`config.mk`:
```
export PLATFORM = sky130hd
export DESIGN_NAME = timer_ctrl
export DESIGN_NICKNAME = d
export VERILOG_FILES = /design/src/rtl/timer_pkg.sv /design/src/rtl/timer_ctrl_btn_debounce.sv /design/src/rtl/timer_ctrl.sv
export SDC_FILE = /design/constraint.sdc
export NUM_CORES = 1
export LEC_CHECK = 0
export ABC_AREA = 1
export ABC_CLOCK_PERIOD_IN_PS = 1600
export CORE_MARGIN = 2
export CORE_UTILIZATION = 60
export CTS_CLUSTER_SIZE = 40
export DETAILED_ROUTE_END_ITERATION = 7
export PLACE_DENSITY = 0.85
export SYNTH_ARGS = -nofsm -noshare
export SYNTH_HDL_FRONTEND = slang
export SYNTH_SLANG_ARGS = --single-unit
export TNS_END_PERCENT = 1
```
`constraint.sdc`:
```
create_clock -name clk -period 1.6 [get_ports clk]
set_input_delay 0.48 -clock clk [delete_from_list [all_inputs] [get_ports clk]]
set_output_delay 0.48 -clock clk [all_outputs]
set_load 0.01 [all_outputs]
```
`src/rtl/timer_pkg.sv`:
```
// ---------------------------------------------------------------------------
// timer_pkg
// Shared definitions for the MM:SS stopwatch controller: the controller
// state encoding, the BCD digit width and the digit limits used to detect
// the seconds rollover (xx:59) and the terminal count (99:59).
// ---------------------------------------------------------------------------
package timer_pkg;

  typedef enum logic [1:0] {
    IDLE  = 2'd0,
    RUN   = 2'd1,
    PAUSE = 2'd2,
    HALT  = 2'd3
  } state_t;

  localparam int DIGIT_W = 4;

  localparam logic [DIGIT_W-1:0] SEC_TENS_MAX = 4'd5;
  localparam logic [DIGIT_W-1:0] DIGIT_MAX    = 4'd9;
  localparam logic [DIGIT_W-1:0] MIN_TENS_MAX = 4'd9;

endpackage

```
`src/rtl/timer_ctrl_btn_debounce.sv`:
```
// ---------------------------------------------------------------------------
// btn_debounce
// Front-panel button conditioning: 2-flop synchronizer, debounce counter and
// a 1-cycle event pulse on the rising edge of the accepted level.
//
// Ports:
//   clk     in  system clock
//   rst_ni  in  asynchronous active-low reset
//   btn_i   in  raw asynchronous button level, active-high
//   event_o out 1-cycle pulse when a press is accepted
//
// The accepted level flips only once the synchronized level has disagreed
// with it for DEBOUNCE_CYC consecutive cycles; any agreeing cycle restarts
// the count. Releases update the level but produce no event.
// ---------------------------------------------------------------------------
module btn_debounce
  import timer_pkg::*;
#(
  parameter int DEBOUNCE_CYC = 1000000
) (
  input  logic clk,
  input  logic rst_ni,
  input  logic btn_i,
  output logic event_o
);

  localparam int CW = (DEBOUNCE_CYC > 1) ? $clog2(DEBOUNCE_CYC) : 1;
  localparam logic [CW-1:0] CNT_LAST = CW'(DEBOUNCE_CYC - 1);

  logic          sync1_reg;
  logic          sync2_reg;
  logic          level_reg;
  logic          event_reg;
  logic [CW-1:0] cnt_reg;

  always_ff @(posedge clk or negedge rst_ni) begin
    if (!rst_ni) begin
      sync1_reg <= 1'b0;
      sync2_reg <= 1'b0;
      level_reg <= 1'b0;
      event_reg <= 1'b0;
      cnt_reg   <= '0;
    end else begin
      sync1_reg <= btn_i;
      sync2_reg <= sync1_reg;
      event_reg <= 1'b0;
      if (sync2_reg != level_reg) begin
        if (cnt_reg == CNT_LAST) begin
          // Disagreement has lasted DEBOUNCE_CYC cycles: accept it.
          level_reg <= sync2_reg;
          event_reg <= sync2_reg;
          cnt_reg   <= '0;
        end else begin
          cnt_reg <= cnt_reg + 1'b1;
        end
      end else begin
        cnt_reg <= '0;
      end
    end
  end

  assign event_o = event_reg;

endmodule

```
`src/rtl/timer_ctrl.sv`:
```
// ---------------------------------------------------------------------------
// timer_ctrl
// Run/pause/clear controller for a 4-digit MM:SS stopwatch. Debounces the
// start/stop and clear buttons, prescales clk to the 1 s count tick and
// drives the increment/clear strobes of the seconds (0..59) and minutes
// (0..99) BCD counter pairs.
//
// Ports:
//   clk           in  system clock
//   rst_ni        in  asynchronous active-low reset
//   start_stop_i  in  raw start/stop button
//   clear_i       in  raw clear button
//   sec_ones_i .. min_tens_i  in  current digits read back from the counters
//   sec_incr_o    out 1-cycle increment strobe, seconds pair
//   min_incr_o    out 1-cycle increment strobe, minutes pair
//   clr_o         out 1-cycle clear strobe, both pairs
//   running_o     out registered decode: state is RUN
//   halted_o      out registered decode: state is HALT
// ---------------------------------------------------------------------------
module timer_ctrl
  import timer_pkg::*;
#(
  parameter int TICK_DIV     = 100000000,
  parameter int DEBOUNCE_CYC = 1000000,
  parameter int WRAP_EN      = 0
) (
  input  logic               clk,
  input  logic               rst_ni,
  input  logic               start_stop_i,
  input  logic               clear_i,
  input  logic [DIGIT_W-1:0] sec_ones_i,
  input  logic [DIGIT_W-1:0] sec_tens_i,
  input  logic [DIGIT_W-1:0] min_ones_i,
  input  logic [DIGIT_W-1:0] min_tens_i,
  output logic               sec_incr_o,
  output logic               min_incr_o,
  output logic               clr_o,
  output logic               running_o,
  output logic               halted_o
);

  localparam int PW = $clog2(TICK_DIV);
  localparam logic [PW-1:0] PRESC_LAST = PW'(TICK_DIV - 1);

  logic ss_evt;
  logic clr_evt;

  btn_debounce #(.DEBOUNCE_CYC(DEBOUNCE_CYC)) u_ss_db (
    .clk     (clk),
    .rst_ni  (rst_ni),
    .btn_i   (start_stop_i),
    .event_o (ss_evt)
  );

  btn_debounce #(.DEBOUNCE_CYC(DEBOUNCE_CYC)) u_clr_db (
    .clk     (clk),
    .rst_ni  (rst_ni),
    .btn_i   (clear_i),
    .event_o (clr_evt)
  );

  state_t        state_reg, state_next;
  logic [PW-1:0] presc_reg, presc_next;
  logic          sec_incr_reg, sec_incr_next;
  logic          min_incr_reg, min_incr_next;
  logic          clr_reg, clr_next;
  logic          running_reg;
  logic          halted_reg;

  logic tick;
  logic sec_rollover;
  logic at_max;

  // Digits are stable whenever tick is high, so they can be used directly.
  assign sec_rollover = (sec_tens_i == SEC_TENS_MAX) && (sec_ones_i == DIGIT_MAX);
  assign at_max       = sec_rollover && (min_tens_i == MIN_TENS_MAX) &&
                        (min_ones_i == DIGIT_MAX);
  assign tick         = (state_reg == RUN) && (presc_reg == PRESC_LAST);

  always_comb begin
    state_next    = state_reg;
    presc_next    = presc_reg;
    sec_incr_next = 1'b0;
    min_incr_next = 1'b0;
    clr_next      = 1'b0;

    if (clr_evt) begin
      // Clear overrides everything, including a simultaneous start/stop
      // event and any strobe a coincident tick would have produced.
      state_next = IDLE;
      presc_next = '0;
      clr_next   = 1'b1;
    end else begin
      case (state_reg)
        IDLE: begin
          if (ss_evt) begin
            state_next = RUN;
            presc_next = '0;
          end
        end
        RUN: begin
          if (tick) begin
            presc_next = '0;
            if (at_max && (WRAP_EN == 0)) begin
              state_next = HALT;
            end else begin
              sec_incr_next = 1'b1;
              min_incr_next = sec_rollover;
              if (ss_evt) state_next = PAUSE;
            end
          end else begin
            presc_next = presc_reg + 1'b1;
            if (ss_evt) state_next = PAUSE;
          end
        end
        PAUSE: begin
          // Prescaler holds so the fractional second survives the pause.
          if (ss_evt) state_next = RUN;
        end
        HALT: begin
          // Only a clear event leaves HALT.
        end
        default: begin
          state_next = IDLE;
        end
      endcase
    end
  end

  always_ff @(posedge clk or negedge rst_ni) begin
    if (!rst_ni) begin
      state_reg    <= IDLE;
      presc_reg    <= '0;
      sec_incr_reg <= 1'b0;
      min_incr_reg <= 1'b0;
      clr_reg      <= 1'b0;
      running_reg  <= 1'b0;
      halted_reg   <= 1'b0;
    end else begin
      state_reg    <= state_next;
      presc_reg    <= presc_next;
      sec_incr_reg <= sec_incr_next;
      min_incr_reg <= min_incr_next;
      clr_reg      <= clr_next;
      // Status flags decode the registered state, one cycle behind it.
      running_reg  <= (state_reg == RUN);
      halted_reg   <= (state_reg == HALT);
    end
  end

  assign sec_incr_o = sec_incr_reg;
  assign min_incr_o = min_incr_reg;
  assign clr_o      = clr_reg;
  assign running_o  = running_reg;
  assign halted_o   = halted_reg;

endmodule
```
==> flow_summary.toml <==
[yosys]
syn-cell-area_mm2 = 0.004633
synth_cell_types = 35
synth-seq-cells = 82
synth_flop_cell = "dfrtp_1"
synthCells = 621
syn-num-nets = 644
synth_edf_count = 0
yosys_warnings = 0
syn_avg_cell_area_um2 = 7.461
seq_area_frac_synth = 0.4429
synthArstFlopShare = 1.000

[floorplan]
dieArea_mm2 = 0.008441
num_io_pins = 25
die_w_um = 91.88
num_rows = 32
die_y_um = 91.88
start_util = 0.6090
coreArea_mm2 = 0.007607

[timing]
fmax_ghz = 0.6105
worst_pin_slew_ns = 0.3982
finalHoldViolCount = 0
rsz0062_at_grt = "true"
setup_viol = 6
fin_crit_ns = 1.638
skew_ns = 0.01062
relSlewSlack = 0.7343
finalSetupTns_ns = -0.1633
drv_slew = 0
layout_setup_ws_ns = -0.03801
period_share = 1.024

[layout]
diodes = 0
drive_above_1_share = 0.1528
largest_reg_flops = 27
fill_cells = 551
final_net_count = 706
utilization = 0.7319
area_growth_pct = 20.17

[grt]
grt_max_degree = 31
grtUsageTotal = 0.2541
antenna_found_initial = 0
grt_pass1_vias = 4211
grt.overflow.total = 0
grt_pass1_wl_mm = 17.31

[pwr]
p_per_area_mw_per_mm2 = 682.1
total_power_mw = 3.798
leakagePower_nw = 2.533
peakVddDrop_v = 0.0005640

[setup_path]
cp_top_family = "flip-flops"
r2r_start = "presc_reg[1]$_DFFE_PN0P_"
path_cells = "ha_4, nand3_4, inv_4, nand2_8, nor2_4, a21oi_4, clkbuf_16, nand3_2, nand2_1"
crit_buf_inv = 2
reg2reg_depth = 9
endpoint_kind = "flip-flop"
critPathMaxStageDelay_ns = 0.44
crit_arrival_ns = 1.93
critPathKind = "flip-flop to flip-flop"
worst-path-max-fanout = 6
cp_slowest_cell = "dfrtp_1"
required_ns = 1.89
timing.reg2reg.setup_slack_ns = -0.04
start_kind = "flip-flop"
r2r_end = "presc_reg[22]$_DFFE_PN0P_"

[cts]
htreeDepth = 3
cts_buffer_depth = 2
cts.clk_slew.worst_paths_ns = 0.08
cts_made_buffers = 9
cts_tree = "built"
ctsRootBufferMaster = "clkbuf_8"
clkSinkCount = 82
clock_latency_ns = 0.36

[status]
violations = "negative setup slack"
status = "finished, violations left"

[drt]
vias = 4268
drc_errors = 0
wl_mm = 10.70
route.detailed.wl_per_inst_um = 13.56
drt_iter0_drc = 334
vias_per_cell = 5.409
dr.pass1.iters = 5
antenna_left = 0

[worst_hold_path]
min_path_type = "flip-flop to flip-flop"
hold_start = "u_clr_db.sync1_reg$_DFF_PN0_"
min_delay_path_depth = 0
whs_endpoint = "u_clr_db.sync2_reg$_DFF_PN0_"

[place]
dpl.hpwl_mm = 7.569
port_buffers = 24
gp_congestion = 0.9290

[job]
maxCapViolCount = 0
Yosys cell counts (all sizes together), types with 2 or more instances:
library cell	count	area share
nand2	176	0.15
or2	2	0.0027
xnor2	6	0.011
nor3b	2	0.0032
inv	77	0.062
ha	3	0.0081
a21oi	14	0.018
xor2	25	0.047
nand3b	6	0.015
nand4	13	0.018
dfrtp	82	0.44
buf	4	0.0062
o21ai	8	0.0086
nor2	132	0.12
nand3	50	0.064
nor3	14	0.016
routing by layer:
metal  share of wire  GRT usage  wire [um]  vias up
met1            0.40     0.3011       4332     2006
met3           0.059    0.05752        626       30
met2            0.51     0.4375       5493      171
met4           0.023     0.1219        244        0
li1                -          -          -     2061
met5               0          0          0        -
cell usage in the layout, fill, tap and decap left out, types with 11 or more instances in the layout:
cell             synthesis  routed
clkdlybuf4s50_1          0      18
nor3_1                  13      11
nand4_1                 13      13
dfrtp_1                 82      81
nor2_1                 115     108
clkbuf_8                 0      11
nor2_2                  13      13
buf_4                    1      27
nor2_4                   4      12
inv_1                   74      72
nand2_1                170     166
xor2_1                  25      25
nand3_1                 41      40
a21oi_1                 12      12
area by class of cell:
cell class              instances  area, um2  share of cell area
multi-input cells             458       2387              0.4288
flip-flops and latches         82       2053              0.3688
repair buffers                 54      501.7             0.09011
inverters                      78      295.3             0.05303
clock buffers                  12      155.1             0.02787
well taps                     102      127.6             0.02292
clock inverters                 3      47.55            0.008539
through the flow:
step                area (um2)  worst slack [ns]  cells  hold WS (ns)
finish                    5568          -0.03801    789        0.3561
detailed placement        5137          -0.09016    762        0.3371
floorplan                 4633            0.1619    621        0.1844
global route              5568           -0.1329    789        0.3637
CTS                       5356         -0.001542    778        0.3557
global placement          5137          -0.05507    762        0.3316
what timing repair did:
item	4_1_cts	5_1_grt
hold buffers	1	0
setup endpoints to repair	38	49
hold endpoints to repair	16	0
gates resized for setup	8	29
gates cloned	0	2
pin swaps	1	5
setup buffers	0	9
worst register-to-register path, cell delays in order (launching register included):
cell and delay, ns:
dfrtp_1 0.44, ha_4 0.20, nand3_4 0.10, inv_4 0.06, nand2_8 0.07, nor2_4 0.06
a21oi_4 0.31, clkbuf_16 0.23, nand3_2 0.05, nand2_1 0.06
worst max-delay path by stage:
stage / startpoint / endpoint / depth (start not counted)
floorplan: presc_reg[0]$_DFFE_PN0P_ / presc_reg[17]$_DFFE_PN0P_ / 9
global placement: sec_ones_i[3] / sec_incr_o$_DFF_PN0_ / 6
detailed placement: sec_ones_i[3] / sec_incr_o$_DFF_PN0_ / 6
CTS: presc_reg[1]$_DFFE_PN0P_ / presc_reg[10]$_DFFE_PN0P_ / 8
global route: presc_reg[1]$_DFFE_PN0P_ / presc_reg[6]$_DFFE_PN0P_ / 9
finish: presc_reg[1]$_DFFE_PN0P_ / presc_reg[22]$_DFFE_PN0P_ / 9
cells by family after synthesis:
group	count (synthesis)	share of synthesized area
and+or+nand+nor	398	0.3889
buffers and inverters	82	0.06940
DFF	82	0.4429
xor gates and xnor gates	31	0.05860
AOI/OAI and AO/OA	25	0.03214
adders and majority gates	3	0.008102
power breakdown:
part	switching [mW]	total [mW]	internal, mW
Sequential	0.0105	2.10	2.09
Combinational	0.0857	0.159	0.0734
Clock	0.734	1.54	0.807
Power figures use the tool's default switching activity.
